File: src/rtl/cs_approx_avg.sv
// ---------------------------------------------------------------------------
// cs_approx_avg
//
// Streaming approximate-averaging filter. One 8-bit sample is taken on every
// rising clock edge into a 9-deep sliding window. From the window contents
// the block derives:
//   sum   = sum of all nine samples          (12 bits, max 2295)
//   avg   = floor(sum / 9)                    (0..255)
//   xappr = largest window sample <= avg
//   Y     = floor((sum + 9 * xappr) / 8)      (10 bits, max 573)
//
// Ports:
//   clk    input   1   system clock, rising-edge active
//   reset  input   1   synchronous active-high reset, clears the window
//   X      input   8   unsigned input sample
//   Y      output 10   unsigned filtered result, combinational from window
// ---------------------------------------------------------------------------
module cs_approx_avg (
  input  logic       clk,
  input  logic       reset,
  input  logic [7:0] X,
  output logic [9:0] Y
);

  localparam int WinLen = 9;

  logic [7:0]  window [WinLen];
  logic [11:0] win_sum;
  logic [11:0] win_avg;
  logic [7:0]  x_appr;

  // Sample window: entry 0 holds the newest sample. It shifts on every
  // edge with no enable; reset wipes it so warm-up starts from zeros.
  always_ff @(posedge clk) begin
    if (reset) begin
      for (int k = 0; k < WinLen; k++) begin
        window[k] <= 8'd0;
      end
    end else begin
      for (int k = WinLen - 1; k > 0; k--) begin
        window[k] <= window[k-1];
      end
      window[0] <= X;
    end
  end

  // Window sum; 12 bits hold the worst case of nine 0xFF samples.
  always_comb begin
    win_sum = 12'd0;
    for (int k = 0; k < WinLen; k++) begin
      win_sum = win_sum + 12'(window[k]);
    end
  end

  // Exact integer floor division by the constant 9. The quotient is kept
  // at full width so the comparisons below see it without truncation.
  assign win_avg = win_sum / 12'd9;

  // Largest sample not above the average. The window minimum never exceeds
  // the average, so at least one entry always qualifies; starting from 0 is
  // therefore safe.
  always_comb begin
    x_appr = 8'd0;
    for (int k = 0; k < WinLen; k++) begin
      if ((12'(window[k]) <= win_avg) && (window[k] > x_appr)) begin
        x_appr = window[k];
      end
    end
  end

  // (sum + 9*xappr) peaks at 4590, so a 13-bit intermediate suffices; the
  // divide by 8 is a plain shift and the result always fits in 10 bits.
  assign Y = 10'((13'(win_sum) + 13'(x_appr) * 13'd9) >> 3);

endmodule

File: config.mk
export PLATFORM = sky130hd
export DESIGN_NAME = cs_approx_avg
export DESIGN_NICKNAME = d
export VERILOG_FILES = /design/src/rtl/cs_approx_avg.sv
export SDC_FILE = /design/constraint.sdc
export NUM_CORES = 1
export LEC_CHECK = 0
export CORE_MARGIN = 5
export CORE_UTILIZATION = 65
export CTS_BUF_LIST = sky130_fd_sc_hd__clkbuf_16
export CTS_CLUSTER_SIZE = 24
export DETAILED_ROUTE_END_ITERATION = 10
export MAX_ROUTING_LAYER = met4
export PLACE_DENSITY = 0.83
export SYNTH_ARGS = -nofsm -noshare
export SYNTH_HDL_FRONTEND = slang
export SYNTH_SLANG_ARGS = --single-unit
export TNS_END_PERCENT = 10
File: constraint.sdc
create_clock -name clk -period 38.6 [get_ports clk]
set_clock_uncertainty 0.15 [all_clocks]
set_input_delay 3.86 -clock clk [delete_from_list [all_inputs] [get_ports clk]]
set_output_delay 3.86 -clock clk [all_outputs]
set_load 0.05 [all_outputs]
==> flow_metrics.py, run 1 <==
metrics = {
    "status": {
        "outcome": "completed",
    },
    "timing": {
        "slew_headroom": 0.165,
        "finalSetupViolCount": 0,
        "tns_ns": 0,
        "fmax_mhz": 28.6,
        "tightest_slew_ns": 1.25,
        "fin_crit_ns": 34.91,
        "drv_slew": 0,
        "grt_setup_unrepaired": "false",
        "hold_viol_final": 0,
        "post-route-period-util": 0.904,
    },
    "placed_design": {
        "portBuffers": 19,
        "place_hpwl_mm": 18.3,
        "place_congestion": 0.912,
    },
    "synthesis": {
        "synth_top_area_share": 0.217,
        "ys_ff_latch": 72,
        "synth_edf_count": 0,
        "synth_nets": 1315,
        "synthCells": 1085,
        "synthFlopType": "dfxtp_1",
        "yosysSeqAreaShare": 0.155,
        "synth_cell_types": 90,
        "yosysWarnings": 0,
        "yosysMostFrequentCell": "ha_1",
        "async_flop_share": 0,
        "synth_area_mm2": 0.00930,
        "synth.largest_area_cell": "ha_1",
        "synth_area_per_cell_um2": 8.57,
        "synth_area_leaders": "ha_1 (22%), dfxtp_1 (16%), fa_1 (13%), inv_1 (6.1%), a21oi_1 (3.9%)",
        "synthTopCellsByCount": "ha_1 (161), inv_1 (150), nor2_1 (84), a21oi_1 (73), dfxtp_1 (72)",
    },
    "hold_path": {
        "hold_depth": 2,
        "min_from": "window[0][0]",
        "hold_end": "window[0][8]",
        "hold_path_class": "register to register",
    },
    "cells_and_area": {
        "fillers": 1070,
        "layout.nets": 1333,
        "area_growth_pct": 7.43,
        "n_antenna_cell": 0,
        "largest_reg_flops": 72,
        "drive_gt1_frac": 0.0614,
        "largest_registers": "window x72",
        "largest_register": "window",
    },
    "floorplan": {
        "core_mm2": 0.0139,
        "dieWidth_um": 130,
        "start_util": 0.667,
        "ios": 20,
        "rows": 43,
        "die_h_um": 130,
        "die_area_mm2": 0.0168,
    },
    "clock_network": {
        "post_cts_resized": 0,
        "clkLatencyLatePin_ns": 0.35,
        "cts-root-buf": "clkbuf_16",
        "clkTransAtPathRegs_ns": 0.06,
        "cts_buffers": 9,
        "hold_buffers": 0,
        "cts_sinks": 72,
        "cts_tree": "yes",
        "cts_max_level": 3,
        "clock_path_buffers": 2,
        "cts_setup_buffers": 0,
    },
    "critical_path": {
        "worstSetupPathType": "register to primary output",
        "cp_common_cell": "ha_1",
        "r2r_end": "window[0][33]",
        "end_kind": "primary output",
        "r2r_cells": 2,
        "cp.arrival_ns": 30.90,
        "rrSetupSlack_ns": 37.45,
        "start_kind": "register",
        "crit_fanout": 15,
        "slowest_delay_ns": 0.91,
        "crit_slowest_cell": "a31oi_1",
        "crit_required_ns": 34.59,
        "r2r-start": "window[0][25]",
    },
    "grt": {
        "antenna_found_initial": 0,
        "grt_start_max_net_pins": 73,
        "grt_use_total": 0.297,
        "first_global_vias": 7536,
        "grt_pass1_wl_mm": 38.0,
        "grt.overflow.total": 0,
    },
    "drt": {
        "routed_wl_mm": 23.4,
        "drtIter0Drc": 602,
        "drc": 0,
        "vias": 7768,
        "wl_per_cell_um": 18.2,
        "viasPerCell": 6.03,
        "dr.pass1.iters": 5,
        "drt.antenna.violating_nets": 0,
    },
    "job": {
        "maxCapViolations": 0,
    },
}
==> cell families after synthesis <==
family          share of synthesized area
xor+xnor                           0.0245
flops                               0.155
mux                                0.0507
simple gates                        0.171
fa+ha+maj                           0.350
buf+inv                            0.0723
compound gates                      0.177
==> cell usage in the layout, fill, tap and decap left out, types with 12 or more instances in the layout <==
cell type	synthesis	routed
o21ai_0	52	52
a21o_1	23	23
nor2_1	84	84
a21oi_1	73	73
and3_1	12	12
nor2b_1	51	51
inv_1	150	153
nand3_1	27	27
clkdlybuf4s50_1	0	18
ha_1	161	161
nor3_1	13	13
nand4_1	13	13
nand2_1	47	47
mux2i_1	25	25
xnor2_1	20	20
dfxtp_1	72	72
fa_1	59	59
nand2b_1	15	15
==> stage by stage <==
stage | setup slack, ns | instances | util | instance area, µm² | hold WS, ns
global placement | 5.20 | 1272 | 0.695 | 9680 | 0.376
detailed placement | 4.60 | 1272 | 0.695 | 9680 | 0.382
CTS | 4.01 | 1288 | 0.717 | 9990 | 0.391
finish | 3.69 | 1288 | 0.717 | 9990 | 0.386
floorplan | 6.84 | 1085 | - | 9300 | 0.319
global route | 1.41 | 1288 | 0.717 | 9990 | 0.422
==> final cells by class <==
class | instances | area [µm²] | area share
timing repair buffer | 27 | 245 | 0.0246
clock buffer | 9 | 225 | 0.0225
tap | 180 | 225 | 0.0225
inverter | 155 | 587 | 0.0587
sequential | 72 | 1440 | 0.144
multi-input combinational | 838 | 7180 | 0.719
clock inverter | 7 | 80.1 | 0.00802
==> metal layers <==
metal | GRT usage | vias up | share of wire
met5 | - | - | 0
met4 | 0.0923 | 0 | 0.027
met3 | 0.0577 | 51 | 0.067
met2 | 0.470 | 272 | 0.46
met1 | 0.387 | 3646 | 0.45
li1 | - | 3799 | -
==> worst max path at each step <==
stage	slack, ns	depth (start not counted)	endpoint	startpoint
floorplan	6.84	137	Y[6]	window[0][17]
global placement	5.20	136	Y[7]	window[0][26]
detailed placement	4.60	139	Y[7]	window[0][17]
CTS	4.01	137	Y[7]	window[0][26]
global route	1.41	138	Y[7]	window[0][26]
finish	3.69	138	Y[7]	window[0][26]
==> critical path, delay by kind of cell, from the launching register on <==
family                     cells  cell delay, ns
buffers and inverters         18            3.07
AOI/OAI and AO/OA             53           10.80
DFF                            1            0.65
and+or+nand+nor               38            6.80
xor gates and xnor gates       5            1.02
muxes                          3            0.69
adders and majority gates     21            7.42
Power of run 1 is left out: the tool's default activity adds up to more than one toggle a clock period on the data nets, which glitch-free logic cannot reach.
==> run 2: changes to the inputs <==
--- a/config.mk
+++ b/config.mk
@@ -5,9 +5,8 @@
 export SDC_FILE = /design/constraint.sdc
 export NUM_CORES = 1
 export LEC_CHECK = 0
-export CORE_MARGIN = 5
 export CORE_UTILIZATION = 65
-export CTS_BUF_LIST = sky130_fd_sc_hd__clkbuf_16
+export CTS_BUF_LIST = sky130_fd_sc_hd__clkbuf_4
 export CTS_CLUSTER_SIZE = 24
 export DETAILED_ROUTE_END_ITERATION = 10
 export MAX_ROUTING_LAYER = met4
==> run 2 against run 1 <==
  * Register-to-register slack is essentially flat
  * Non-clock buffer count is the same
  * Die area shrank 12%
  * Setup slack lost 0.36 ns
  * Global-route usage grew 6.6 points
  * Sequential cell count is the same
  * Final cell count is essentially flat
  * Utilization shrank 1.0 points
  * Worst hold slack gained 0.016 ns
  * Critical path type unchanged
  * Highest routed layer unchanged
==> flow_metrics.py, run 2 (synthesized netlist as in run 1, its figures left out) <==
metrics = {
    "status": {
        "outcome": "completed",
    },
    "clock_network": {
        "cts_tree": "yes",
        "post_cts_resized": 0,
        "clkLatencyLatePin_ns": 0.47,
        "hold_buffers": 0,
        "cts_buffers": 9,
        "clock_path_buffers": 2,
        "clkTransAtPathRegs_ns": 0.14,
        "cts_max_level": 3,
        "cts_sinks": 72,
        "cts-root-buf": "clkbuf_4",
        "cts_setup_buffers": 0,
    },
    "critical_path": {
        "worstSetupPathType": "register to primary output",
        "start_kind": "register",
        "crit_slowest_cell": "a31oi_1",
        "cp_top_family": "compound AO/OA/AOI/OAI gates",
        "crit_required_ns": 34.59,
        "cp.arrival_ns": 31.25,
        "crit_buf_inv": 20,
        "slowest_delay_ns": 0.84,
        "end_kind": "primary output",
        "crit_fanout": 15,
        "cp_common_cell": "inv_1",
    },
    "cells_and_area": {
        "area_growth_pct": 5.93,
        "fillers": 1103,
        "final_common_cell": "ha_1",
        "largest_registers": "window x72",
        "stdcell_count": 1289,
        "mostFrequentLayoutCells": "ha_1 (161), inv_1 (150), nor2_1 (84), a21oi_1 (73), dfxtp_1 (72)",
        "layout.nets": 1333,
        "largest_reg_flops": 72,
        "largest_register": "window",
        "drive_gt1_frac": 0.0650,
    },
    "floorplan": {
        "die_h_um": 122,
        "dieWidth_um": 122,
        "core_mm2": 0.0139,
        "rows": 43,
        "die_area_mm2": 0.0148,
        "start_util": 0.667,
        "ios": 20,
    },
    "timing": {
        "tightest_slew_ns": 1.14,
        "grt_setup_unrepaired": "false",
        "hold_viol_final": 0,
        "fmax_mhz": 28.4,
        "fin_crit_ns": 35.26,
        "post-route-worst-setup-slack_ns": 3.34,
        "post-route-period-util": 0.914,
        "tns_ns": 0,
        "finalSetupViolCount": 0,
        "drv_slew": 0,
        "slew_headroom": 0.238,
    },
    "drt": {
        "dr.pass1.iters": 7,
        "viasPerCell": 6.27,
        "drc": 0,
        "drt.antenna.violating_nets": 0,
        "wl_per_cell_um": 19.3,
        "drtIter0Drc": 587,
        "vias": 8086,
        "routed_wl_mm": 24.8,
    },
    "grt": {
        "grt.overflow.total": 0,
        "grt_use_total": 0.363,
        "first_global_vias": 7922,
        "antenna_found_initial": 1,
        "grt_start_max_net_pins": 73,
        "grt_pass1_wl_mm": 39.9,
    },
    "placed_design": {
        "place_congestion": 0.932,
        "portBuffers": 19,
        "preCtsSetupSlack_ns": 4.54,
        "dp.cells": 1272,
        "place_hpwl_mm": 19.4,
    },
    "job": {
        "maxCapViolations": 0,
    },
    "hold_path": {
        "hold_path_class": "register to register",
    },
}
-- run 2: final timing paths --
path                            depth (start not counted)          start  slack (ns)            end
worst min register to register                          2  window[0][20]        0.40  window[0][28]
worst max-delay path                                  137  window[0][18]        3.34           Y[7]
worst min-delay path                                    2  window[0][20]        0.40  window[0][28]
worst max register to register                          2  window[0][25]       37.45  window[0][33]
-- run 2: cell type report --
cell class,instances,area [µm²],share of cell area
flip-flops and latches,72,1440,0.146
repair buffers,27,245,0.0249
inverters,155,587,0.0596
clock inverters,5,81.3,0.00826
multi-input cells,838,7180,0.729
well taps,180,225,0.0229
diodes,1,2.50,0.000254
clock buffers,11,82.6,0.00838
-- run 2: tightest hold or removal path: cells and delay by family (launching register included) --
| family | cells | cell delay (ns) |
|---|---|---|
| flops | 1 | 0.37 |
| buf+inv | 1 | 0.12 |
| simple gates | 1 | 0.05 |
-- run 2: per-stage QoR --
| stage | hold WS (ns) | instance area [µm²] | utilization |
|---|---|---|---|
| floorplan | 0.319 | 9300 | - |
| global placement | 0.379 | 9680 | 0.695 |
| detailed placement | 0.378 | 9680 | 0.695 |
| CTS | 0.387 | 9850 | 0.707 |
| global route | 0.420 | 9850 | 0.707 |
| finish | 0.403 | 9850 | 0.707 |
-- run 2: metal layers --
layer  track usage  part of all wire
met3        0.0646             0.076
met1         0.469              0.43
met5             -                 0
met4         0.151             0.034
met2         0.561              0.46
Power of run 2 is left out for the same reason.
==> run 3: changes to the inputs <==
--- a/config.mk
+++ b/config.mk
@@ -5,12 +5,12 @@
 export SDC_FILE = /design/constraint.sdc
 export NUM_CORES = 1
 export LEC_CHECK = 0
-export CORE_UTILIZATION = 65
+export CORE_UTILIZATION = 50
 export CTS_BUF_LIST = sky130_fd_sc_hd__clkbuf_4
 export CTS_CLUSTER_SIZE = 24
 export DETAILED_ROUTE_END_ITERATION = 10
 export MAX_ROUTING_LAYER = met4
-export PLACE_DENSITY = 0.83
+export PLACE_DENSITY = 0.66
 export SYNTH_ARGS = -nofsm -noshare
 export SYNTH_HDL_FRONTEND = slang
 export SYNTH_SLANG_ARGS = --single-unit
==> run 3 against run 2 <==
  * Non-clock buffer count stayed put
  * Fmax is 2.7% higher
  * Die area is 29% higher
  * Via count is 6.4% lower
  * Register-to-register slack hardly changed
  * The run now ends with design-rule violations left
  * Global-route usage is 9.6 points lower
  * First-iteration DRC count is 31% lower
  * Sequential cell count stayed put
==> flow_metrics.py, run 3 (synthesized netlist as in run 1, its figures left out) <==
metrics = {
    "grt": {
        "grt.overflow.total": 0,
        "grt_use_total": 0.268,
        "grt_pass1_wl_mm": 38.4,
        "first_global_vias": 7341,
        "antenna_found_initial": 1,
        "grt_start_max_net_pins": 73,
    },
    "drt": {
        "dr.pass1.iters": 8,
        "wl_met1_mm": 11.4,
        "wl_per_cell_um": 17.8,
        "drt.antenna.violating_nets": 0,
        "routed.top_layer": "met4",
        "routed_wl_mm": 23.8,
        "viasPerCell": 5.66,
        "wl_met2_mm": 11.1,
        "met3_length_um": 891,
        "vias": 7568,
        "drc": 4,
        "drtIter0Drc": 404,
    },
    "critical_path": {
        "r2r_end": "window[0][33]",
        "endpoint": "Y[7]",
        "r2r-start": "window[0][25]",
        "worstSetupPathType": "register to primary output",
        "slowest_delay_ns": 0.82,
        "crit_start": "window[0][17]",
        "cp.arrival_ns": 30.32,
        "rrSetupSlack_ns": 37.44,
        "crit_slowest_cell": "a31oi_1",
        "r2r_cells": 2,
        "end_kind": "primary output",
        "crit_required_ns": 34.59,
        "crit_fanout": 15,
        "start_kind": "register",
    },
    "cells_and_area": {
        "design_area_mm2": 0.00986,
        "final_common_cell": "ha_1",
        "area_growth_pct": 6.07,
        "final_util": 0.545,
        "stdcell_count": 1338,
        "fillers": 1725,
        "regArea_mm2": 0.00144,
        "largest_registers": "window x72",
        "mostFrequentLayoutCells": "ha_1 (161), inv_1 (150), nor2_1 (84), a21oi_1 (73), dfxtp_1 (72)",
        "largest_register": "window",
        "drive_gt1_frac": 0.0641,
        "layout.nets": 1333,
        "largest_reg_flops": 72,
        "multiInputGateArea_mm2": 0.00718,
    },
    "timing": {
        "tns_ns": 0,
        "drv_slew": 0,
        "finalSetupViolCount": 0,
        "slew_headroom": 0.250,
        "fin_crit_ns": 34.33,
        "grt_setup_unrepaired": "false",
        "hold_viol_final": 0,
        "tightest_slew_ns": 1.12,
        "fmax_mhz": 29.1,
        "post-route-period-util": 0.889,
    },
    "status": {
        "violations": "design-rule violations",
        "outcome": "finished, violations left",
    },
    "floorplan": {
        "ios": 20,
        "die_area_mm2": 0.0191,
        "rows": 49,
        "dieWidth_um": 138,
        "start_util": 0.514,
        "core_mm2": 0.0181,
        "die_h_um": 138,
    },
    "placed_design": {
        "place_hpwl_mm": 19.4,
        "portBuffers": 19,
        "place_congestion": 0.958,
        "dp.cells": 1321,
        "place_area_mm2": 0.00974,
    },
    "clock_network": {
        "cts_sinks": 72,
        "clock_path_buffers": 2,
        "cts-root-buf": "clkbuf_4",
        "cts_setup_buffers": 0,
        "post_cts_resized": 0,
        "cts_max_level": 3,
        "cts_buffers": 9,
        "clkTransAtPathRegs_ns": 0.13,
        "clkLatencyLatePin_ns": 0.49,
        "cts_tree": "yes",
        "hold_buffers": 0,
    },
    "hold_path": {
        "hold_path_class": "register to register",
    },
    "job": {
        "maxCapViolations": 0,
    },
}
-- run 3: cell types whose count changed in the layout (fill, tap and decap cells not counted), sizes merged --
cell,before,now
clkinvlp,1,4
clkbuf,11,9
bufinv,2,0
inv,154,155
-- run 3: worst min-delay path by stage --
| stage | startpoint | to | cells after the start |
|---|---|---|---|
| 2_1_floorplan | window[0][0] | window[0][8] | 2 |
| 3_3_place_gp | window[0][31] | window[0][39] | 2 |
| 3_5_place_dp | window[0][31] | window[0][39] | 2 |
| 4_1_cts | window[0][31] | window[0][39] | 2 |
| 5_1_grt | window[0][31] | window[0][39] | 2 |
| 6_report | window[0][31] | window[0][39] | 2 |
-- run 3: layer usage --
| metal | GRT usage | vias to the layer above |
|---|---|---|
| met2 | 0.433 | 130 |
| met5 | - | - |
| met1 | 0.351 | 3600 |
| li1 | - | 3810 |
| met4 | 0.0857 | 0 |
| met3 | 0.0291 | 28 |
-- run 3: per-stage QoR --
step	worst slack, ns	hold slack [ns]
final	4.27	0.384
after global routing	1.85	0.417
after CTS	4.43	0.385
after detailed placement	5.12	0.375
after global placement	5.39	0.373
after floorplan	6.84	0.319
-- run 3: worst max-delay path: cells and delay by family, from the launching register on --
family	cells	cell delay [ns]
AOI/OAI and AO/OA	52	10.16
adders and majority gates	21	7.37
and+or+nand+nor	37	6.38
buffers and inverters	20	3.29
muxes	5	1.08
xor gates and xnor gates	5	0.98
DFF	1	0.56
-- run 3: final cells by class --
class,count,area share
Inverter,155,0.0595
Multi-Input combinational cell,838,0.728
Clock buffer,9,0.00685
Timing Repair Buffer,27,0.0249
Antenna cell,1,0.000254
Sequential cell,72,0.146
Tap cell,229,0.0291
Clock inverter,7,0.00482
Power of run 3 is left out for the same reason.
